## config.mk

```make
export PLATFORM = sky130hd
export DESIGN_NAME = step_sequencer_flat
export DESIGN_NICKNAME = d
export VERILOG_FILES = /design/src/rtl/step_sequencer_if.sv /design/src/rtl/step_sequencer.sv /design/src/flat_wrapper.sv
export SDC_FILE = /design/constraint.sdc
export NUM_CORES = 1
export LEC_CHECK = 0
export CAP_MARGIN = 0
export CELL_PAD_IN_SITES_DETAIL_PLACEMENT = 0
export CELL_PAD_IN_SITES_GLOBAL_PLACEMENT = 1
export CORE_MARGIN = 2
export CORE_UTILIZATION = 50
export DETAILED_ROUTE_END_ITERATION = 16
export DONT_BUFFER_PORTS = 1
export PLACE_DENSITY_LB_ADDON = 0.05
export SLEW_MARGIN = 20
export SYNTH_ARGS = -nofsm -noshare
export SYNTH_HDL_FRONTEND = slang
export SYNTH_SLANG_ARGS = --single-unit
```

## constraint.sdc

```tcl
create_clock -name clk_27Mhz -period 6.64 [get_ports clk_27Mhz]
set_input_delay 1.328 -clock clk_27Mhz [delete_from_list [all_inputs] [get_ports clk_27Mhz]]
set_output_delay 1.328 -clock clk_27Mhz [all_outputs]
set_load 0.005 [all_outputs]
```

## src/rtl/step_sequencer_if.sv

```systemverilog
// ============================================================================
// step_sequencer_if : control, pattern-write and tone-output bus of the
// step sequencer. Optional oneshot/done pair under STEP_SEQ_ONESHOT_EN.
// Rev 1.0
// ============================================================================
`default_nettype none

interface step_sequencer_if #(
  parameter int STEPS    = 8,
  parameter int PERIOD_W = 16
);
  localparam int ADDR_W = $clog2(STEPS);

  logic                start;
  logic                stop;
  logic                wr_en;
  logic [ADDR_W-1:0]   wr_addr;
  logic [PERIOD_W-1:0] wr_data;
  logic [PERIOD_W-1:0] tone_period;
  logic                tone_load;
  logic                gate;
  logic [ADDR_W-1:0]   step_idx;
  logic                step_tick;
  logic                running;

`ifdef STEP_SEQ_ONESHOT_EN
  logic                oneshot;
  logic                done;

  modport master (
    output start, stop, wr_en, wr_addr, wr_data, oneshot,
    input  tone_period, tone_load, gate, step_idx, step_tick, running, done
  );
  modport slave (
    input  start, stop, wr_en, wr_addr, wr_data, oneshot,
    output tone_period, tone_load, gate, step_idx, step_tick, running, done
  );
`else
  modport master (
    output start, stop, wr_en, wr_addr, wr_data,
    input  tone_period, tone_load, gate, step_idx, step_tick, running
  );
  modport slave (
    input  start, stop, wr_en, wr_addr, wr_data,
    output tone_period, tone_load, gate, step_idx, step_tick, running
  );
`endif
endinterface

`default_nettype wire

```

## src/rtl/step_sequencer.sv

```systemverilog
// ============================================================================
// step_sequencer : tempo-driven pattern sequencer feeding a tone divider.
// Optional single-pass playback with done pulse: define STEP_SEQ_ONESHOT_EN.
// Rev 1.0
// ============================================================================
`default_nettype none

module step_sequencer #(
  parameter int TICK_DIV    = 6_750_000,
  parameter int GATE_CYCLES = 3_375_000,
  parameter int STEPS       = 8,
  parameter int PERIOD_W    = 16
) (
  input  wire              clk_27Mhz,
  input  wire              reset,
  step_sequencer_if.slave  bus
);

  localparam int ADDR_W = $clog2(STEPS);
  localparam int CNT_W  = $clog2(TICK_DIV);

  localparam logic [1:0] c_IDLE     = 2'd0;
  localparam logic [1:0] c_RUN      = 2'd1;
  localparam logic [1:0] c_STOPPING = 2'd2;

  localparam logic [CNT_W-1:0]  c_CNT_LAST = CNT_W'(TICK_DIV - 1);
  localparam logic [CNT_W-1:0]  c_GATE     = CNT_W'(GATE_CYCLES);
  localparam logic [ADDR_W-1:0] c_IDX_LAST = ADDR_W'(STEPS - 1);

  logic [1:0]          r_state;
  logic [CNT_W-1:0]    r_cnt;
  logic [ADDR_W-1:0]   r_idx;
  logic [PERIOD_W-1:0] r_ram [STEPS];
  logic [PERIOD_W-1:0] r_period;
  logic                r_load;
  logic                r_gate;
  logic                r_tick;
  logic                r_active;

  logic [1:0]          w_state_nx;
  logic [CNT_W-1:0]    w_cnt_nx;
  logic [ADDR_W-1:0]   w_idx_nx;
  logic                w_enter;
  logic                w_last;
  logic                w_start_ok;
  logic                w_oneshot_end;
  logic                w_active_nx;
  logic [PERIOD_W-1:0] w_entry;

`ifdef STEP_SEQ_ONESHOT_EN
  logic r_oneshot;
  logic r_done;
  assign w_oneshot_end = r_oneshot && (r_idx == c_IDX_LAST);
  assign bus.done      = r_done;
`else
  assign w_oneshot_end = 1'b0;
`endif

  assign w_last     = (r_cnt == c_CNT_LAST);
  assign w_start_ok = bus.start && !bus.stop;

  always_comb begin
    w_state_nx = r_state;
    w_cnt_nx   = r_cnt;
    w_idx_nx   = r_idx;
    w_enter    = 1'b0;
    case (r_state)
      c_IDLE: begin
        if (w_start_ok) begin
          w_state_nx = c_RUN;
          w_cnt_nx   = '0;
          w_idx_nx   = '0;
          w_enter    = 1'b1;
        end
      end
      c_RUN: begin
        w_cnt_nx = w_last ? '0 : r_cnt + 1'b1;
        // A stop on the final cycle of a step ends playback at that step's boundary
        if (w_last) begin
          if (bus.stop || w_oneshot_end) begin
            w_state_nx = c_IDLE;
          end else begin
            w_idx_nx = r_idx + 1'b1;
            w_enter  = 1'b1;
          end
        end else if (bus.stop) begin
          w_state_nx = c_STOPPING;
        end
      end
      c_STOPPING: begin
        w_cnt_nx = w_last ? '0 : r_cnt + 1'b1;
        if (w_last) begin
          w_state_nx = c_IDLE;
        end
      end
      default: begin
        w_state_nx = c_IDLE;
        w_cnt_nx   = '0;
      end
    endcase
  end

  // Read before this edge's write lands, so a same-cycle write plays on the next visit
  assign w_entry     = r_ram[w_idx_nx];
  assign w_active_nx = w_enter ? (w_entry != '0) : r_active;

  always_ff @(posedge clk_27Mhz) begin
    if (reset) begin
      r_state  <= c_IDLE;
      r_cnt    <= '0;
      r_idx    <= '0;
      r_period <= '0;
      r_load   <= 1'b0;
      r_gate   <= 1'b0;
      r_tick   <= 1'b0;
      r_active <= 1'b0;
      for (int i = 0; i < STEPS; i++) begin
        r_ram[i] <= '0;
      end
    end else begin
      r_state  <= w_state_nx;
      r_cnt    <= w_cnt_nx;
      r_idx    <= w_idx_nx;
      r_active <= w_active_nx;
      r_load   <= w_enter && (w_entry != '0);
      r_tick   <= (w_state_nx != c_IDLE) && (w_cnt_nx == c_CNT_LAST);
      r_gate   <= (w_state_nx == c_RUN) && (w_cnt_nx < c_GATE) && w_active_nx;
      if (w_enter && (w_entry != '0)) begin
        r_period <= w_entry;
      end
      if (bus.wr_en) begin
        r_ram[bus.wr_addr] <= bus.wr_data;
      end
    end
  end

`ifdef STEP_SEQ_ONESHOT_EN
  always_ff @(posedge clk_27Mhz) begin
    if (reset) begin
      r_oneshot <= 1'b0;
      r_done    <= 1'b0;
    end else begin
      if ((r_state == c_IDLE) && w_start_ok) begin
        r_oneshot <= bus.oneshot;
      end
      r_done <= (r_state != c_IDLE) && (w_state_nx == c_IDLE);
    end
  end
`endif

  assign bus.tone_period = r_period;
  assign bus.tone_load   = r_load;
  assign bus.gate        = r_gate;
  assign bus.step_idx    = r_idx;
  assign bus.step_tick   = r_tick;
  assign bus.running     = (r_state != c_IDLE);

endmodule

`default_nettype wire
```

## src/flat_wrapper.sv

```systemverilog
// flat-port wrapper written by rule: the top's interface ports become plain ports
module step_sequencer_flat 
#(
  parameter int TICK_DIV    = 6_750_000,
  parameter int GATE_CYCLES = 3_375_000,
  parameter int STEPS       = 8,
  parameter int PERIOD_W    = 16
)
  (clk_27Mhz, reset, bus_start, bus_stop, bus_wr_en, bus_wr_addr, bus_wr_data, bus_tone_period, bus_tone_load, bus_gate, bus_step_idx, bus_step_tick, bus_running);
  step_sequencer_if #(.STEPS(STEPS), .PERIOD_W(PERIOD_W)) bus_i ();
  input  wire clk_27Mhz;
  input  wire reset;
  input wire logic [$bits(bus_i.start)-1:0] bus_start;
  input wire logic [$bits(bus_i.stop)-1:0] bus_stop;
  input wire logic [$bits(bus_i.wr_en)-1:0] bus_wr_en;
  input wire logic [$bits(bus_i.wr_addr)-1:0] bus_wr_addr;
  input wire logic [$bits(bus_i.wr_data)-1:0] bus_wr_data;
  output wire logic [$bits(bus_i.tone_period)-1:0] bus_tone_period;
  output wire logic [$bits(bus_i.tone_load)-1:0] bus_tone_load;
  output wire logic [$bits(bus_i.gate)-1:0] bus_gate;
  output wire logic [$bits(bus_i.step_idx)-1:0] bus_step_idx;
  output wire logic [$bits(bus_i.step_tick)-1:0] bus_step_tick;
  output wire logic [$bits(bus_i.running)-1:0] bus_running;
  assign bus_i.start = bus_start;
  assign bus_i.stop = bus_stop;
  assign bus_i.wr_en = bus_wr_en;
  assign bus_i.wr_addr = bus_wr_addr;
  assign bus_i.wr_data = bus_wr_data;
  assign bus_tone_period = bus_i.tone_period;
  assign bus_tone_load = bus_i.tone_load;
  assign bus_gate = bus_i.gate;
  assign bus_step_idx = bus_i.step_idx;
  assign bus_step_tick = bus_i.step_tick;
  assign bus_running = bus_i.running;
  step_sequencer #(.TICK_DIV(TICK_DIV), .GATE_CYCLES(GATE_CYCLES), .STEPS(STEPS), .PERIOD_W(PERIOD_W)) u_core (.clk_27Mhz(clk_27Mhz), .reset(reset), .bus(bus_i));
endmodule
```

# Word level (Yosys, flattened, before mapping)
# Memory sizes are Yosys's and may differ from the RTL's.
# Index checks and enable logic that the tools add are counted.
word_totals:
  regBits: 48
  latchBits: 0
  ram_bits: 128
  romBits: 0
  inputBits: 24
  output_inout_bits: 23
  elab_cells: 55
  mem_count: 1
classes:
  n_addsub: 2
  multipliers: 0
  div: 0
  n_lt_le_gt_ge: 1
  eq_ne: 5
  shifts: 0
  n_mux: 26
  bitwise: 0
  reduce_logical: 12
memory_table:
  columns: ["memory", "words", "word_bits", "read_ports", "rd_clocked_by_memory_dff", "write_ports", "line", "text"]
  rows:
  - ["u_core.r_ram", 8, 16, 1, 0, 8, "step_sequencer.sv:33", "logic [PERIOD_W-1:0] r_ram [STEPS];"]
op_table:
  columns: ["op", "n"]
  rows:
  - ["== test 23 bit, second input constant", 2]
  - ["two-way mux 23 bit", 2]
  - ["one-hot mux 23 bit (2 select lines)", 1]
  - ["adder 23 x 1 -> 23 bit, second input constant", 1]
  - ["< comparator 23 x 22 -> 1 bit, second input constant", 1]
  - ["two-way mux 16 bit", 1]
  - ["nonzero test 16 bit", 1]
  - ["OR reduction 16 bit", 1]
  - ["two-way mux 3 bit", 4]
  - ["two-way mux 1 bit", 10]
  - ["two-way mux 2 bit", 5]
  - ["one-hot mux 2 bit (3 select lines)", 1]
  - ["one-hot mux 3 bit (2 select lines)", 1]
  - ["logical AND 1 bit", 5]
  - ["== test 2 x 1 -> 1 bit, second input constant", 2]
  - ["nonzero test 2 bit", 2]
  - ["adder 3 x 1 -> 3 bit, second input constant", 1]
  - ["== test 2 bit, second input constant", 1]
  - ["zero test 2 bit", 1]
  - ["one-hot mux 1 bit (2 select lines)", 1]
  - ["OR reduction 2 bit", 1]
  - ["zero test 1 bit", 1]

# Longest topological paths before layout
# An unclocked memory read counts as a cell.
logic_depth:
  word_depth: 8
  depth_mapped: 18
  mapped_depth_nobuf: 13

# Worst setup path after synthesis
# No wires, ideal clock.
synth_path:
  path_kind: "input-to-reg"
  startpoint: "input port bus_stop"
  endpoint: "register u_core.r_period[10] (netlist: u_core.bus.tone_period[10])"
  setup_time_ns: 0.086
  t_arrival_ns: 4.229
  t_required_ns: 6.554
  slack_ns: 2.325
  cell_stages: 16
  n_path_buf: 6
  cell_sequence: "clkbuf_1 -> a21o_1 -> a21o_1 -> a211oi_1 -> buf_6 -> buf_2 -> mux2i_1 -> mux2i_1 -> mux2i_1 -> nand4_1 -> or4_1 -> buf_2 -> and2_4 -> buf_6 -> buf_6 -> a211oi_1"
synth_between:
  elab_chain_cells: 7
  elab_cells_between_ends: 13
  classes_between: "mux: 8; reduce/logical: 4; memory: 1"
synth_lines:
  columns: ["element", "line", "text"]
  rows:
  - ["from (decl)", "flat_wrapper.sv:14", "input wire logic [$bits(bus_i.stop)-1:0] bus_stop;"]
  - ["zero test 1 bit", "step_sequencer.sv:60", "assign w_start_ok = bus.start && !bus.stop;"]
  - ["logical AND 1 bit", "step_sequencer.sv:60", null]
  - ["two-way mux 3 bit", "step_sequencer.sv:69", "if (w_start_ok) begin"]
  - ["one-hot mux 3 bit (2 select lines)", "step_sequencer.sv:67", "case (r_state)"]
  - ["memory read (8 x 16 bit)", null, null]
  - ["nonzero test 16 bit", "step_sequencer.sv:128", "if (w_enter && (w_entry != '0)) begin"]
  - ["logical AND 1 bit", "step_sequencer.sv:128", null]
  - ["to (signal assigned)", "step_sequencer.sv:129", "r_period <= w_entry;"]
  - ["to (decl)", "step_sequencer.sv:34", "logic [PERIOD_W-1:0] r_period;"]
# Parallel ways exist; a longest one is shown, timed or not.
# A chain may end at the register's enable or synchronous reset.

# Worst setup path after layout
layout_path:
  startpoint: "register u_core.r_cnt[0]"
  endpoint: "register u_core.r_gate (netlist: u_core.bus.gate)"
layout_between:
  elab_chain_cells: 7
  elab_cells_between_ends: 19
  classes_between: "add/sub: 1; order compare: 1; eq/ne: 2; mux: 11; reduce/logical: 3; memory: 1"
layout_lines:
  columns: ["element", "line", "text"]
  rows:
  - ["from (decl)", "step_sequencer.sv:31", "logic [CNT_W-1:0] r_cnt;"]
  - ["from (signal assigned)", "step_sequencer.sv:122", "r_cnt <= w_cnt_nx;"]
  - ["parallel branches: the longest is 6 deep, another holds adder 23 x 1 -> 23 bit", null, null]
  - ["logical AND 1 bit (*)", "step_sequencer.sv:127", "r_gate <= (w_state_nx == c_RUN) && (w_cnt_nx < c_GATE) && w_active_nx;"]
  - ["to (signal assigned)", "step_sequencer.sv:127", null]
  - ["to (decl)", "step_sequencer.sv:36", "logic r_gate;"]
# Mark *: on every way between the ends.

==> results.json <==
{
  "synth_fp_nets": 766,
  "yosys.area_share.simple": 0.190,
  "worst_setup_path_start_kind": "register",
  "antenna_cells": 0,
  "hold_class": "reg2reg",
  "cts.clk_slew.worst_paths_ns": 0.07,
  "layout_common_cells": "130 x and2_1, 128 x edfxtp_1, 113 x mux2i_1",
  "cts_resized": 0,
  "yosysWarningCount": 0,
  "clk_latency_ns": 0.43,
  "place.port_buffers": 0,
  "period_needed_ns": 5.07,
  "cts.path.max_buffers": 2,
  "via_per_inst": 5.76,
  "drive_above_1_share": 0.0965,
  "grt_max_degree": 34,
  "cpMostUsedCell": "mux2i_1",
  "synth_cells": 736,
  "synthXorXnorAreaFrac": 0.00304,
  "totalWireLength_um": 20600,
  "htreeDepth": 4,
  "cap_violations": 0,
  "critPathCaptureType": "register",
  "n_fill_cell": 1460,
  "syn_area_mm2": 0.00864,
  "grt_overflow": 0,
  "worstPathMaxFanout": 19,
  "synthArstFlopShare": 0,
  "finalNonFillerCells": 971,
  "peakVddDrop_uv": 179,
  "path_class": "reg2reg",
  "ys_seq_area_frac": 0.556,
  "drtAntennaViolNets": 0,
  "place_inst": 938,
  "drtPass1Iterations": 4,
  "die_w_um": 135,
  "grt_setup_unrepaired": "no",
  "cp_slowest_cell": "a211oi_4",
  "synth.area.mux_share": 0.131,
  "core_area_mm2": 0.0171,
  "synth-edff-count": 128,
  "hold_violations": 0,
  "outcome": "finished clean",
  "power_frac_comb": 0.064,
  "relSlewSlack": 0.319,
  "drtIter0Drc": 477,
  "syn_avg_cell_area_um2": 11.7,
  "holdBufCountCts": 0,
  "dp_hpwl_um": 13400,
  "die_h_um": 135,
  "initial_utilization": 0.505,
  "post_cts_buffers": 0,
  "cts_tree": "built",
  "place_congestion": 0.830,
  "swShare": 0.245,
  "required_ns": 6.96,
  "synth_fa_ha_area_frac": 0.00869,
  "timing.setup.tns_ns": 0,
  "num_io_pins": 47,
  "setup_viol": 0,
  "synth_top_family_by_area": "simple AND/OR/NAND/NOR gates",
  "cts.sinks": 176,
  "min-delay-start": "u_core.r_cnt[1]",
  "finalCritPeriodShare": 0.764,
  "drc": 0,
  "synthFlopType": "edfxtp_1",
  "vias": 5591,
  "worstPathArrival_ns": 5.40,
  "critPathLaunch": "u_core.r_cnt[0]",
  "worst-slew-pin-transition_ns": 1.02,
  "power_frac_clock": 0.400,
  "cts_made_buffers": 17,
  "synth_compound_area_frac": 0.0796,
  "area_delta_synth_final_pct": 9.24,
  "max_stage_delay_ns": 0.84,
  "slew_violations": 0,
  "pwr-share-seq": 0.536,
  "clockRootBuffer": "clkbuf_16",
  "skew_ns": 0.0116,
  "ys_seq_elements": 176,
  "fp-row-count": 48,
  "dieArea_mm2": 0.0184,
  "p_switching_w": 0.000576,
  "internal_power_w": 0.00178,
  "post-route-util": 0.552,
  "wl_per_cell_um": 21.2,
  "grt_pass1_vias": 5539,
  "grt_pass1_wl_um": 31900,
  "rr_startpoint": "u_core.r_cnt[0]",
  "path_cells": "ha_1 > and3_1 > nand4_4 > and3_1 > a211oi_4 > buf_4 > mux2i_1 > mux2i_1 > mux2i_1 > nand4_1 > or4_1 > and2_4 > o221a_1",
  "final_common_cell": "and2_1",
  "nets": 763,
  "synthDistinctLibCells": 56,
  "fmax_mhz": 197,
  "grtUsageTotal": 0.236,
  "p_leak_nw": 3.64,
  "antenna_found_initial": 0,
  "powerDensity_mw_per_mm2": 249
}
## logic make-up (layout without fill, tap and decap cells)
logic type / count (synthesis) / count (layout)
AO/OA/AOI/OAI: 110 / 110
XOR/XNOR: 3 / 3
flip-flops: 176 / 176
adder cells (fa/ha/maj): 6 / 6
buffers and inverters: 48 / 58
multiplexers: 113 / 113
AND/OR/NAND/NOR: 280 / 280
## per-stage QoR
| stage | hold slack (ns) | setup WS, ns | total power [W] | cell area (µm²) |
|---|---|---|---|---|
| 2_1_floorplan | 0.467 | 2.33 | 0.00138 | 8640 |
| 3_5_place_dp | 0.495 | 1.23 | 0.00144 | 8850 |
| 4_1_cts | 0.506 | 1.55 | 0.00236 | 9410 |
| 6_report | 0.516 | 1.57 | 0.00235 | 9440 |
| 3_3_place_gp | 0.486 | 1.30 | 0.00143 | 8850 |
| 5_1_grt | 0.555 | 1.27 | 0.00244 | 9440 |
## Yosys cell counts (2+ instances only)
| cell type | n | area [µm²] |
|---|---|---|
| a21oi_1 | 40 | 200 |
| and2_1 | 130 | 813 |
| xor2_1 | 2 | 17.5 |
| and4_1 | 3 | 26.3 |
| a22oi_1 | 2 | 15.0 |
| buf_6 | 10 | 113 |
| o31ai_1 | 5 | 37.5 |
| nor2b_1 | 13 | 81.3 |
| inv_1 | 6 | 22.5 |
| nor2_1 | 36 | 135 |
| a31oi_1 | 2 | 12.5 |
| or2_2 | 10 | 62.6 |
| buf_2 | 5 | 25.0 |
| and3_1 | 6 | 37.5 |
| nor3_1 | 11 | 55.1 |
| nand4_1 | 12 | 75.1 |
| buf_4 | 4 | 30.0 |
| clkbuf_1 | 23 | 86.3 |
| nand2_1 | 26 | 97.6 |
| mux2i_1 | 113 | 1130 |
| nand3_1 | 10 | 50.1 |
| o21ai_0 | 23 | 115 |
| ha_1 | 6 | 75.1 |
| a21o_1 | 3 | 22.5 |
| dfxtp_1 | 48 | 961 |
| nor4_1 | 3 | 18.8 |
| o21a_1 | 3 | 22.5 |
| nand2b_1 | 4 | 25.0 |
| nand4b_1 | 2 | 17.5 |
| a211oi_1 | 17 | 128 |
| o31a_1 | 2 | 17.5 |
| a311oi_1 | 3 | 26.3 |
| nand3b_1 | 3 | 22.5 |
| edfxtp_1 | 128 | 3840 |
## routing by layer
metal | track usage | wire length [µm] | part of all wire
met5 | 0 | 0 | 0
met4 | 0.0752 | 456 | 0.022
met3 | 0.0655 | 1110 | 0.054
met2 | 0.373 | 9730 | 0.47
met1 | 0.317 | 9290 | 0.45
## critical path, delay by kind of cell, from the launching register on
kind | cells | cell delay, ns
DFF | 1 | 0.42
buffers and inverters | 1 | 0.40
adders and majority gates | 1 | 0.24
AOI/OAI and AO/OA | 2 | 1.11
muxes | 3 | 0.70
and+or+nand+nor | 6 | 2.07
## worst paths after layout
path	endpoint	slack (ns)	cells past startpoint
max	u_core.bus.gate	1.57	13
min	u_core.r_cnt[1]	0.52	2
max reg2reg	u_core.bus.gate	1.57	13
min reg2reg	u_core.r_cnt[1]	0.52	2
## sequential cells by signal, indices dropped and copies added, names as in the netlist
name                    count
u_core.bus.gate             1
u_core.bus.step_idx         3
u_core.bus.step_tick        1
u_core.bus.tone_load        1
u_core.bus.tone_period     16
u_core.r_active             1
u_core.r_cnt               23
u_core.r_ram              128
u_core.r_state              2
## final cells by class
cell class / instances / area (µm²) / share of cell area
Tap cell: 225 / 282 / 0.0298
Clock buffer: 17 / 425 / 0.0451
Timing Repair Buffer: 20 / 183 / 0.0194
Clock inverter: 15 / 133 / 0.0140
Inverter: 6 / 22.5 / 0.00239
Sequential cell: 176 / 4800 / 0.509
Multi-Input combinational cell: 512 / 3590 / 0.380
## power groups by stage
stage | registers (W) | logic (W) | clock network (W)
floorplan | 0.00128 | 0.000108 | 0
global placement | 0.00128 | 0.000148 | 0
detailed placement | 0.00129 | 0.000151 | 0
CTS | 0.00126 | 0.000151 | 0.000952
global route | 0.00127 | 0.000167 | 0.00101
finish | 0.00126 | 0.000150 | 0.000941
Note: power is estimated with default switching activity, not from simulation.
